<file path="config.mk">
export PLATFORM = sky130hd
export DESIGN_NAME = cascade_timer
export DESIGN_NICKNAME = d
export VERILOG_FILES = /design/src/rtl/timer_pkg.sv /design/src/rtl/mod_counter.sv /design/src/rtl/cascade_timer.sv
export SDC_FILE = /design/constraint.sdc
export NUM_CORES = 1
export LEC_CHECK = 0
export CAP_MARGIN = 10
export CELL_PAD_IN_SITES_DETAIL_PLACEMENT = 1
export CELL_PAD_IN_SITES_GLOBAL_PLACEMENT = 2
export CORE_MARGIN = 4
export CORE_UTILIZATION = 31
export CTS_BUF_LIST = sky130_fd_sc_hd__clkbuf_8
export CTS_CLUSTER_DIAMETER = 150
export CTS_CLUSTER_SIZE = 28
export DETAILED_ROUTE_END_ITERATION = 8
export HOLD_SLACK_MARGIN = 0.06
export PLACE_DENSITY_LB_ADDON = 0.1
export SLEW_MARGIN = 30
export SYNTH_ARGS = -nofsm -noshare
export SYNTH_HDL_FRONTEND = slang
export SYNTH_SLANG_ARGS = --single-unit
</file>
<file path="constraint.sdc">
create_clock -name i_clk -period 2.9 [get_ports i_clk]
set_clock_uncertainty 0.1 [all_clocks]
set_input_delay 0.58 -clock i_clk [delete_from_list [all_inputs] [get_ports i_clk]]
set_output_delay 0.58 -clock i_clk [all_outputs]
set_load 0.02 [all_outputs]
</file>
<file path="src/rtl/timer_pkg.sv">
// Shared defaults and helpers for the two-digit cascade timer.
// Holds digit widths/moduli, count-direction encoding and load saturation.
package timer_pkg;

  localparam int unsigned LOW_W_DEF    = 4;
  localparam int unsigned LOW_MOD_DEF  = 10;
  localparam int unsigned HIGH_W_DEF   = 3;
  localparam int unsigned HIGH_MOD_DEF = 6;

  localparam logic DIR_UP   = 1'b0;
  localparam logic DIR_DOWN = 1'b1;

  // Clamp a load value into the digit's legal range 0..mod-1.
  function automatic int unsigned sat_to_mod(input int unsigned val, input int unsigned mod);
    return (val >= mod) ? (mod - 1) : val;
  endfunction

endpackage

</file>
<file path="src/rtl/mod_counter.sv">
// Single modulo-MOD up/down digit with clear, saturating load and a
// combinational terminal-count flag that marks a wrap on the coming edge.
module mod_counter
  import timer_pkg::*;
#(
  parameter int unsigned W   = 4,
  parameter int unsigned MOD = 10
) (
  input  logic         i_clk,
  input  logic         i_rstn,
  input  logic         i_step,
  input  logic         i_down,
  input  logic         i_clr,
  input  logic         i_load,
  input  logic [W-1:0] i_load_val,
  output logic [W-1:0] o_value,
  output logic         o_tc
);

  localparam logic [W-1:0] MaxVal = W'(MOD - 1);

  logic [W-1:0] r_value;
  logic [W-1:0] w_next;
  logic [W-1:0] w_load_sat;
  logic         w_at_edge;

  assign w_load_sat = W'(sat_to_mod(32'(i_load_val), MOD));
  assign w_at_edge  = (i_down == DIR_DOWN) ? (r_value == '0) : (r_value == MaxVal);

  // Only a genuine counting step may flag a wrap; clr/load override it.
  assign o_tc = i_step & ~i_clr & ~i_load & w_at_edge;

  always_comb begin
    w_next = r_value;
    if (i_clr) begin
      w_next = '0;
    end else if (i_load) begin
      w_next = w_load_sat;
    end else if (i_step) begin
      if (i_down == DIR_DOWN) begin
        w_next = w_at_edge ? MaxVal : (r_value - W'(1));
      end else begin
        w_next = w_at_edge ? '0 : (r_value + W'(1));
      end
    end
  end

  always_ff @(posedge i_clk) begin
    if (!i_rstn) begin
      r_value <= '0;
    end else begin
      r_value <= w_next;
    end
  end

  assign o_value = r_value;

endmodule

</file>
<file path="src/rtl/cascade_timer.sv">
// Two-digit cascaded modulo timer: a fast low digit whose wrap steps a slow
// high digit, with registered wrap pulses for each level.
module cascade_timer
  import timer_pkg::*;
#(
  parameter int unsigned LOW_W    = LOW_W_DEF,
  parameter int unsigned LOW_MOD  = LOW_MOD_DEF,
  parameter int unsigned HIGH_W   = HIGH_W_DEF,
  parameter int unsigned HIGH_MOD = HIGH_MOD_DEF
) (
  input  logic              i_clk,
  input  logic              i_rstn,
  input  logic              i_en,
  input  logic              i_clr,
  input  logic              i_load,
  input  logic [LOW_W-1:0]  i_load_low,
  input  logic [HIGH_W-1:0] i_load_high,
  input  logic              i_down,
  output logic [LOW_W-1:0]  o_nums,
  output logic [HIGH_W-1:0] o_cout,
  output logic              o_low_tc,
  output logic              o_wrap
);

  logic w_low_tc;
  logic w_high_tc;
  logic w_high_step;
  logic r_low_tc;
  logic r_wrap;

  assign w_high_step = w_low_tc & i_en;

  mod_counter #(
    .W   (LOW_W),
    .MOD (LOW_MOD)
  ) u_low (
    .i_clk      (i_clk),
    .i_rstn     (i_rstn),
    .i_step     (i_en),
    .i_down     (i_down),
    .i_clr      (i_clr),
    .i_load     (i_load),
    .i_load_val (i_load_low),
    .o_value    (o_nums),
    .o_tc       (w_low_tc)
  );

  mod_counter #(
    .W   (HIGH_W),
    .MOD (HIGH_MOD)
  ) u_high (
    .i_clk      (i_clk),
    .i_rstn     (i_rstn),
    .i_step     (w_high_step),
    .i_down     (i_down),
    .i_clr      (i_clr),
    .i_load     (i_load),
    .i_load_val (i_load_high),
    .o_value    (o_cout),
    .o_tc       (w_high_tc)
  );

  always_ff @(posedge i_clk) begin
    if (!i_rstn) begin
      r_low_tc <= 1'b0;
      r_wrap   <= 1'b0;
    end else begin
      r_low_tc <= w_low_tc;
      r_wrap   <= w_low_tc & w_high_tc;
    end
  end

  assign o_low_tc = r_low_tc;
  assign o_wrap   = r_wrap;

  a_nums_range : assert property (@(posedge i_clk) 32'(o_nums) <= LOW_MOD - 1);
  a_cout_range : assert property (@(posedge i_clk) 32'(o_cout) <= HIGH_MOD - 1);

  // The high digit may move only on a low-digit wrap, clr, load or reset.
  a_cout_stable : assert property (@(posedge i_clk)
    (i_rstn && !i_clr && !i_load && !w_low_tc) |=> $stable(o_cout));

endmodule

</file>
==> results of run 1 <==
## state kept, by name (all words and copies together) (netlist names)
| signal | flops |
|---|---|
| o_wrap | 1 |
| u_low.o_value | 4 |
| o_low_tc | 1 |
| u_high.o_value | 3 |
## tightest hold or removal path, stage by stage, from the launching register on
cell,delay (ps)
dfxtp_1,330
nand2b_1,80
a31oi_1,70
## per-layer routing
layer / routed length, um / track usage (%) / vias up
li1: - / - / 408
met1: 1110 / 21.9 / 368
met2: 947 / 20.5 / 25
met3: 148 / 1.94 / 7
met4: 76 / 9.49 / 0
met5: 0 / 0 / -
## worst max path at each step
stage	from	end	cells after the start
after detailed placement	i_down	u_low.o_value[3]$_SDFFE_PP0P_	5
final	u_low.o_value[3]$_SDFFE_PP0P_	o_nums[3]	1
after CTS	u_low.o_value[3]$_SDFFE_PP0P_	o_nums[3]	1
after floorplan	u_low.o_value[0]$_SDFFE_PP0P_	u_low.o_value[1]$_SDFFE_PP0P_	6
after global placement	i_down	u_high.o_value[0]$_SDFFE_PP0P_	5
after global routing	u_low.o_value[3]$_SDFFE_PP0P_	o_nums[3]	1
## cell families (layout without fill, tap and decap cells)
| family | count (synthesis) | in the layout |
|---|---|---|
| simple gates | 38 | 38 |
| fa+ha+maj | 8 | 8 |
| mux | 1 | 1 |
| flops | 9 | 9 |
| compound gates | 31 | 31 |
| buf+inv | 12 | 35 |
## cell usage after synthesis, drive strengths merged
master / instances / area, um2
nand2: 6 / 22.5
a31oi: 5 / 31.3
a2111oi: 1 / 15.0
nand4b: 1 / 8.76
a32oi: 1 / 8.76
a211oi: 3 / 35.0
clkinv: 1 / 3.75
o21bai: 1 / 7.51
nand2b: 8 / 50.1
and3b: 2 / 17.5
o22ai: 1 / 6.26
nor2b: 4 / 25.0
nand4: 1 / 6.26
and3: 2 / 12.5
o2111ai: 1 / 8.76
ha: 8 / 100
o32ai: 1 / 8.76
or4b: 1 / 10.0
and2: 1 / 6.26
dfxtp: 9 / 180
o211ai: 3 / 22.5
o311ai: 2 / 17.5
inv: 8 / 30.0
or3b: 3 / 26.3
buf: 3 / 21.3
o21a: 1 / 7.51
o21ai: 9 / 45.0
a21oi: 2 / 10.0
mux2i: 1 / 10.0
nor2: 4 / 15.0
nor4bb: 1 / 10.0
nand3: 2 / 10.0
nand3b: 2 / 40.0
## power by group
| part | switching (mW) | internal (mW) |
|---|---|---|
| clock network | 0.0497 | 0.0922 |
| registers | 0.0106 | 0.129 |
| logic | 0.0514 | 0.0520 |
## cell type report
type	count	area, um2	area share [%]
Clock buffer	3	41.3	3.72
Clock inverter	1	3.75	0.339
Inverter	9	33.8	3.05
Multi-Input combinational cell	78	594	53.6
Sequential cell	9	180	16.3
Tap cell	30	37.5	3.39
Timing Repair Buffer	22	218	19.6
==> results.tsv, run 1 <==
stage	metric	value	unit
grt	vias in the first global route	804	
layout	final core occ	43.9	%
layout	commonest non-fill, non-tap cells in the layout	clkdlybuf4s50_1 (21), inv_1 (9), o21ai_0 (9), dfxtp_1 (9)	
worst_hold_path	worst hold stages	2	
power_and_ir_drop	Power Dens Cells	347	nW/um2
sta	final setup fails	0	
grt	GRT Overall Usage	15.1	%
worst_setup_path	Worst setup SP type	flip-flop	
worst_setup_path	CP Capture Type	output port	
floorplan	die area	3570	um2
logic_synthesis	post-synthesis instance total	99	
placed_design	pre-CTS WS	651	ps
logic_synthesis	XOR/XNOR Fraction of Synth Area	0	%
worst_setup_path	slowest cell delay on critical path	690	ps
cts	CTS clock-pin slew for the worst setup and hold paths	40	ps
placed_design	Post-DP Area	1060	um2
detailed_routing	Wirelength per Cell	15.0	um
worst_hold_path	Worst Hold End	u_high.o_value[1]$_SDFFE_PP0P_	
sta	final slew viol count	0	
logic_synthesis	post-synth cell types	36	
detailed_routing	via total after detailed routing	808	
logic_synthesis	Adder-Cell Fraction of Synth Area	12.1	%
sta	Hold Slack	435	ps
logic_synthesis	FF+latch count, synth	9	
floorplan	Die W	59.7	um
worst_setup_path	Critical Path, Cell by Cell	clkdlybuf4s50_1	
grt	antenna violations before repair	0	
detailed_routing	DRC	0	
sta	fin crit period	2140	ps
placed_design	port bufs	21	
grt	Congestion Overflow GR	0	
cts	H-Tree Depth	1	
detailed_routing	Post-DRT Antenna Nets	0	
worst_setup_path	CP max stage cell	clkdlybuf4s50_1	
layout	final net count	144	
logic_synthesis	Synth Area in Compound Gates	27.0	%
worst_setup_path	Critical Path Fanout Max	10	
cts	postcts setup bufs	0	
grt	largest net degree at the start of global routing	16	
worst_setup_path	FF-to-FF path depth	6	
logic_synthesis	largest family of logic cells by synthesized area	simple AND/OR/NAND/NOR gates	
sta	RSZ-0062 raised after global routing	no	
floorplan	die height	59.7	um
detailed_routing	drt pass-1 iters	4	
sta	max frequency	468	MHz
worst_setup_path	worst setup path category	flip-flop to output port	
worst_setup_path	critical path's top delay family	buffers and inverters	
worst_setup_path	crit path DAT	1460	ps
run	max cap viols	0	
worst_hold_path	Hold Crit Start	u_high.o_value[1]$_SDFFE_PP0P_	
logic_synthesis	syn avg cell area	8.38	um2
layout	# fillers	309	
layout	P&R area growth vs syn	33.6	%
power_and_ir_drop	leak pwr	0.445	nW
cts	root buf cell	clkbuf_8	
sta	worst slew pin tran	413	ps
worst_setup_path	worst reg2reg path endpoint	u_low.o_value[1]$_SDFFE_PP0P_	
grt	first-pass GRT wire length	4010	um
cts	Post-CTS Hold Buffers	0	
logic_synthesis	YS warnings	0	
cts	# resized after CTS	0	
detailed_routing	DR vias/cell	5.32	
sta	relative slew slack	72.4	%
layout	non-filler cells, final	152	
worst_setup_path	required time of the critical path	2220	ps
worst_setup_path	crit path buf inv count	1	
sta	final worst slack	764	ps
logic_synthesis	syn_nets	120	
floorplan	initial core utilization	32.9	%
detailed_routing	Total Routed Length	2280	um
cts	Clock Sinks	9	
floorplan	I/O pin total	22	
run_status	outcome	completed	
logic_synthesis	register area share after synthesis	21.7	%
sta	Setup TNS	0	ps
power_and_ir_drop	IR drop worst, VDD	0.150	mV
placed_design	placed instance count	148	
logic_synthesis	Synth Area in Simple Gates	31.4	%
cts	CTS tree	built	
floorplan	Core ar.	2520	um2
cts	CTS buffer count	3	
logic_synthesis	mux cell area share after synthesis	1.21	%
worst_setup_path	reg2reg setup slack	1020	ps
floorplan	Site Rows	18	
sta	final hold vios	0	
sta	fin crit share	73.7	%
cts	CTS max path bufs	2	
layout	layout cells sized above 1	8.20	%
power_and_ir_drop	power after layout	0.385	mW
worst_hold_path	Hold WC Path Type	flip-flop to flip-flop	
placed_design	RePlAce Congestion	0.828	
logic_synthesis	cell area after synthesis	830	um2
layout	Final Instance Area	1110	um2
layout	ANT cells	0	
placed_design	DP HPWL	1800	um
worst_setup_path	R2R Path Start	u_low.o_value[0]$_SDFFE_PP0P_	
cts	Worst-Skew Late Latency	230	ps
layout	most common cell after layout, fill and taps aside	clkdlybuf4s50_1	
detailed_routing	iteration-0 DRC count of the detailed router	29	
Note: power is estimated with default switching activity, not from simulation.
==> inputs of run 2 (changes only) <==
Settings changed: CORE_UTILIZATION 31 to 26.
Clock period 2.9 ns to 1.8 ns, I/O delays scaled along.
==> run 2 against run 1 <==
Net effect:
- register-to-register slack got worse by 900 ps
- via count is 7.5% higher
- critical path type unchanged
- critical path depth unchanged
- first-iteration DRC count decreased by 10%
- setup slack lost 670 ps
- clock power is 62% higher
==> results.tsv, run 2 (synthesis results as in run 1) <==
stage	metric	value	unit
worst_setup_path	slowest cell delay on critical path	620	ps
layout	final net count	157	
cts	Clock Sinks	9	
worst_setup_path	Worst setup SP type	flip-flop	
sta	fin crit share	94.9	%
power_and_ir_drop	Power Dens Cells	524	nW/um2
floorplan	Core ar.	3050	um2
floorplan	die height	64.5	um
detailed_routing	met3 WL post-DR	109	um
worst_hold_path	worst hold stages	2	
detailed_routing	Wirelength per Cell	14.0	um
sta	final setup fails	0	
run_status	outcome	completed	
worst_setup_path	CP Capture Type	output port	
cts	CTS max path bufs	2	
cts	root buf cell	clkbuf_8	
sta	final hold vios	0	
worst_setup_path	crit path DAT	1250	ps
placed_design	pre-CTS WS	-248	ps
power_and_ir_drop	leak pwr	0.533	nW
worst_setup_path	Critical Path Fanout Max	6	
detailed_routing	Post-DRT Antenna Nets	0	
worst_hold_path	Hold Crit Start	u_high.o_value[1]$_SDFFE_PP0P_	
detailed_routing	iteration-0 DRC count of the detailed router	26	
grt	GRT Overall Usage	12.7	%
grt	Congestion Overflow GR	0	
placed_design	placed instance count	175	
worst_setup_path	worst setup path category	flip-flop to output port	
layout	most common cell after layout, fill and taps aside	clkdlybuf4s50_1	
power_and_ir_drop	power after layout	0.646	mW
cts	CTS buffer count	3	
grt	vias in the first global route	897	
detailed_routing	DR vias/cell	4.85	
worst_setup_path	FF-to-FF path depth	5	
sta	max frequency	586	MHz
detailed_routing	met1 wire length	1230	um
power_and_ir_drop	IR drop worst, VDD	0.177	mV
layout	ANT cells	0	
layout	max reg flops	4	
detailed_routing	met2 WL post-DR	1160	um
floorplan	Site Rows	20	
detailed_routing	Total Routed Length	2500	um
sta	final slew viol count	0	
cts	CTS clock-pin slew for the worst setup and hold paths	50	ps
worst_hold_path	Hold WC Path Type	flip-flop to flip-flop	
layout	P&R area growth vs syn	48.4	%
grt	first-pass GRT wire length	4290	um
floorplan	I/O pin total	22	
sta	RSZ-0062 raised after global routing	no	
run	max cap viols	0	
worst_setup_path	Critical Path, Cell by Cell	clkdlybuf4s50_1	
worst_setup_path	CP max stage cell	clkdlybuf4s50_1	
floorplan	initial core utilization	27.2	%
layout	commonest non-fill, non-tap cells in the layout	clkdlybuf4s50_1 (15), buf_4 (14), o21ai_0 (9)	
layout	non-filler cells, final	179	
floorplan	die area	4160	um2
placed_design	DP HPWL	2030	um
detailed_routing	drt pass-1 iters	4	
sta	fin crit period	1710	ps
worst_setup_path	critical path's top delay family	buffers and inverters	
cts	Worst-Skew Late Latency	230	ps
placed_design	RePlAce Congestion	0.748	
worst_hold_path	Worst Hold End	u_high.o_value[1]$_SDFFE_PP0P_	
grt	largest net degree at the start of global routing	10	
cts	Post-CTS Hold Buffers	0	
sta	worst slew pin tran	302	ps
cts	H-Tree Depth	1	
sta	relative slew slack	79.6	%
detailed_routing	via total after detailed routing	869	
worst_setup_path	required time of the critical path	1340	ps
worst_setup_path	reg2reg setup slack	120	ps
worst_setup_path	crit path buf inv count	1	
cts	CTS tree	built	
sta	final worst slack	92.6	ps
sta	Hold Slack	446	ps
worst_setup_path	R2R Path Start	u_low.o_value[0]$_SDFFE_PP0P_	
detailed_routing	DR top layer	met3	
layout	layout cells sized above 1	20.7	%
detailed_routing	DRC	0	
worst_setup_path	worst reg2reg path endpoint	u_low.o_value[3]$_SDFFE_PP0P_	
floorplan	Die W	64.5	um
placed_design	port bufs	21	
grt	antenna violations before repair	0	
[run 2: where the power goes]
part / total [mW] / internal, mW / leakage [nW] / switching [mW]
clock network: 0.230 / 0.149 / 0.0269 / 0.0811
registers: 0.224 / 0.209 / 0.0743 / 0.0154
logic: 0.192 / 0.0999 / 0.431 / 0.0920
total: 0.646 / 0.457 / 0.533 / 0.188
[run 2: how the worst max path moves through the flow]
stage / startpoint / to / slack [ps] / cells after the start
floorplan: u_low.o_value[0]$_SDFFE_PP0P_ / u_low.o_value[1]$_SDFFE_PP0P_ / 3 / 6
global placement: i_down / u_low.o_value[3]$_SDFFE_PP0P_ / -180 / 5
detailed placement: i_down / u_low.o_value[3]$_SDFFE_PP0P_ / -250 / 5
CTS: u_low.o_value[1]$_SDFFE_PP0P_ / u_low.o_value[3]$_SDFFE_PP0P_ / 10 / 6
global route: u_low.o_value[1]$_SDFFE_PP0P_ / u_high.o_value[2]$_SDFFE_PP0P_ / 6 / 8
finish: u_low.o_value[1]$_SDFFE_PP0P_ / o_nums[1] / 90 / 1
[run 2: metal layers]
metal	global-route usage (%)	up-vias
met1	17.2	413
met2	21.1	18
li1	-	438
met3	1.91	0
met4	3.17	0
met5	0	-
[run 2: layout make-up]
| type | count | area (um2) |
|---|---|---|
| Inverter | 9 | 33.8 |
| Multi-Input combinational cell | 78 | 607 |
| Clock buffer | 3 | 41.3 |
| Timing Repair Buffer | 35 | 308 |
| Fill cell | 377 | 1820 |
| Clock inverter | 1 | 3.75 |
| Tap cell | 44 | 55.1 |
| Sequential cell | 9 | 183 |
[run 2: repair_timing]
item / CTS / global route
buffers inserted: 0 / 0
resized for setup: 6 / 6
gates cloned: 0 / 0
hold endpoints to repair: 0 / 0
setup endpoints to repair: 6 / 6
[run 2: per-stage QoR]
stage          utilization (%)  TNS [ps]  cell area [um2]
4_1_cts                   39.8         0             1220
6_report                  40.3         0             1230
3_5_place_dp              38.6     -1310             1180
5_1_grt                   40.3         0             1230
2_1_floorplan                -         0              830
3_3_place_gp              38.6      -829             1180
==> inputs of run 3 (changes only) <==
Settings changed: CELL_PAD_IN_SITES_DETAIL_PLACEMENT 1 to 2.
==> run 3 against run 2 <==
Net effect:
- power grew 0.15%
- via count grew 2.4%
- global-route usage grew 2.4 points
- design area shrank 1.0%
- worst hold slack gained 25 ps
- sequential power is essentially flat
- clock-buffer cell count is the same
- maximum frequency shrank 1.3%
- non-clock buffer count is the same
- critical endpoint is now o_cout[1]
- largest power group unchanged
==> results.tsv, run 3 (synthesis results as in run 1) <==
stage	metric	value	unit
grt	antenna violations before repair	0	
worst_setup_path	crit path DAT	1270	ps
floorplan	Core ar.	3050	um2
cts	Post-CTS Hold Buffers	0	
cts	H-Tree Depth	1	
detailed_routing	DRC	0	
run_status	outcome	completed	
worst_setup_path	worst setup path category	flip-flop to output port	
layout	P&R area growth vs syn	46.9	%
worst_setup_path	reg2reg setup slack	100	ps
cts	CTS buffer count	3	
detailed_routing	Total Routed Length	2840	um
power_and_ir_drop	leak pwr	0.535	nW
layout	layout cells sized above 1	19.3	%
layout	multi-input logic area	597	um2
sta	final setup fails	0	
worst_setup_path	required time of the critical path	1340	ps
layout	ANT cells	0	
worst_hold_path	worst hold stages	2	
cts	Clock Sinks	9	
power_and_ir_drop	Power Dens Cells	531	nW/um2
sta	max frequency	578	MHz
cts	root buf cell	clkbuf_8	
worst_setup_path	crit path buf inv count	1	
layout	commonest non-fill, non-tap cells in the layout	clkdlybuf4s50_1 (14), buf_4 (14), o21ai_0 (9)	
power_and_ir_drop	IR drop worst, VDD	0.154	mV
worst_setup_path	critical path depth	1	
layout	FF/Latch Area	181	um2
worst_hold_path	Hold WC Path Type	flip-flop to flip-flop	
placed_design	Post-DP Area	1180	um2
layout	Final Instance Area	1220	um2
worst_setup_path	slowest cell delay on critical path	640	ps
placed_design	port bufs	21	
floorplan	die height	64.5	um
sta	relative slew slack	77.4	%
worst_setup_path	CP Capture Type	output port	
worst_setup_path	CP max stage cell	clkdlybuf4s50_1	
worst_setup_path	Critical Path, Cell by Cell	clkdlybuf4s50_1	
grt	largest net degree at the start of global routing	10	
worst_setup_path	FF-to-FF path depth	5	
cts	Worst-Skew Late Latency	230	ps
detailed_routing	drt pass-1 iters	4	
layout	final core occ	39.9	%
sta	fin crit period	1730	ps
grt	vias in the first global route	924	
detailed_routing	Post-DRT Antenna Nets	0	
detailed_routing	Wirelength per Cell	15.9	um
cts	CTS clock-pin slew for the worst setup and hold paths	40	ps
worst_setup_path	Worst setup SP type	flip-flop	
placed_design	RePlAce Congestion	0.748	
floorplan	die area	4160	um2
sta	final hold vios	0	
sta	fin crit share	96.1	%
grt	Congestion Overflow GR	0	
floorplan	Site Rows	20	
detailed_routing	iteration-0 DRC count of the detailed router	22	
layout	final net count	157	
placed_design	DP HPWL	2390	um
floorplan	I/O pin total	22	
sta	worst slew pin tran	335	ps
layout	max reg flops	4	
grt	first-pass GRT wire length	4750	um
detailed_routing	via total after detailed routing	890	
worst_setup_path	critical path's top delay family	buffers and inverters	
grt	GRT Overall Usage	15.1	%
layout	# fillers	358	
sta	Hold Slack	472	ps
cts	postcts setup bufs	0	
cts	CTS tree	built	
cts	CTS max path bufs	2	
run	max cap viols	0	
floorplan	Die W	64.5	um
worst_setup_path	Critical Path Fanout Max	4	
floorplan	initial core utilization	27.2	%
sta	final slew viol count	0	
layout	non-filler cells, final	179	
sta	Setup TNS	0	ps
detailed_routing	DR vias/cell	4.97	
placed_design	placed instance count	175	
-- run 3: cell count changes in the layout (fill, tap and decap cells not counted), sizes merged --
| cell | previous run | this run |
|---|---|---|
| dlygate4sd2 | 6 | 7 |
| clkdlybuf4s50 | 15 | 14 |
-- run 3: repair_timing --
| action | CTS | global route |
|---|---|---|
| pin swaps | 0 | 1 |
| endpoints found under the hold margin | 0 | 0 |
| endpoints found under the setup margin | 7 | 3 |
| resized for setup | 9 | 1 |
-- run 3: layout make-up --
cell class	count	share of cell area [%]
clock buffer	3	3.39
timing repair buffer	35	25.2
tap	44	4.52
multi-input combinational	78	49.0
inverter	9	2.77
sequential	9	14.9
clock inverter	1	0.308
-- run 3: path summary, 6_finish.rpt --
check | endpoint | start
hold reg to reg | u_high.o_value[1]$_SDFFE_PP0P_ | u_high.o_value[1]$_SDFFE_PP0P_
hold / removal | u_high.o_value[1]$_SDFFE_PP0P_ | u_high.o_value[1]$_SDFFE_PP0P_
setup / recovery | o_cout[1] | u_high.o_value[1]$_SDFFE_PP0P_
setup reg to reg | u_low.o_value[3]$_SDFFE_PP0P_ | u_low.o_value[0]$_SDFFE_PP0P_
-- run 3: metrics by stage --
step	total power, mW	setup slack [ps]
2_1_floorplan	0.323	2.65
3_3_place_gp	0.418	-184
3_5_place_dp	0.426	-299
4_1_cts	0.655	27.8
5_1_grt	0.694	-2.64
6_report	0.647	70.8
-- run 3: where the power goes --
group	leakage (nW)	total, mW	internal, mW	switching, mW
combinational	0.434	0.193	0.0983	0.0946
sequential	0.0739	0.223	0.208	0.0146
clock	0.0269	0.231	0.149	0.0820
total	0.535	0.647	0.455	0.191
-- run 3: per-layer routing --
layer	GRT usage, %	part of all wire [%]	vias to the layer above
met3	3.47	5.9	5
met5	0	0	-
li1	-	-	434
met2	25.1	48	23
met4	6.33	1.8	0
met1	18.7	44	428
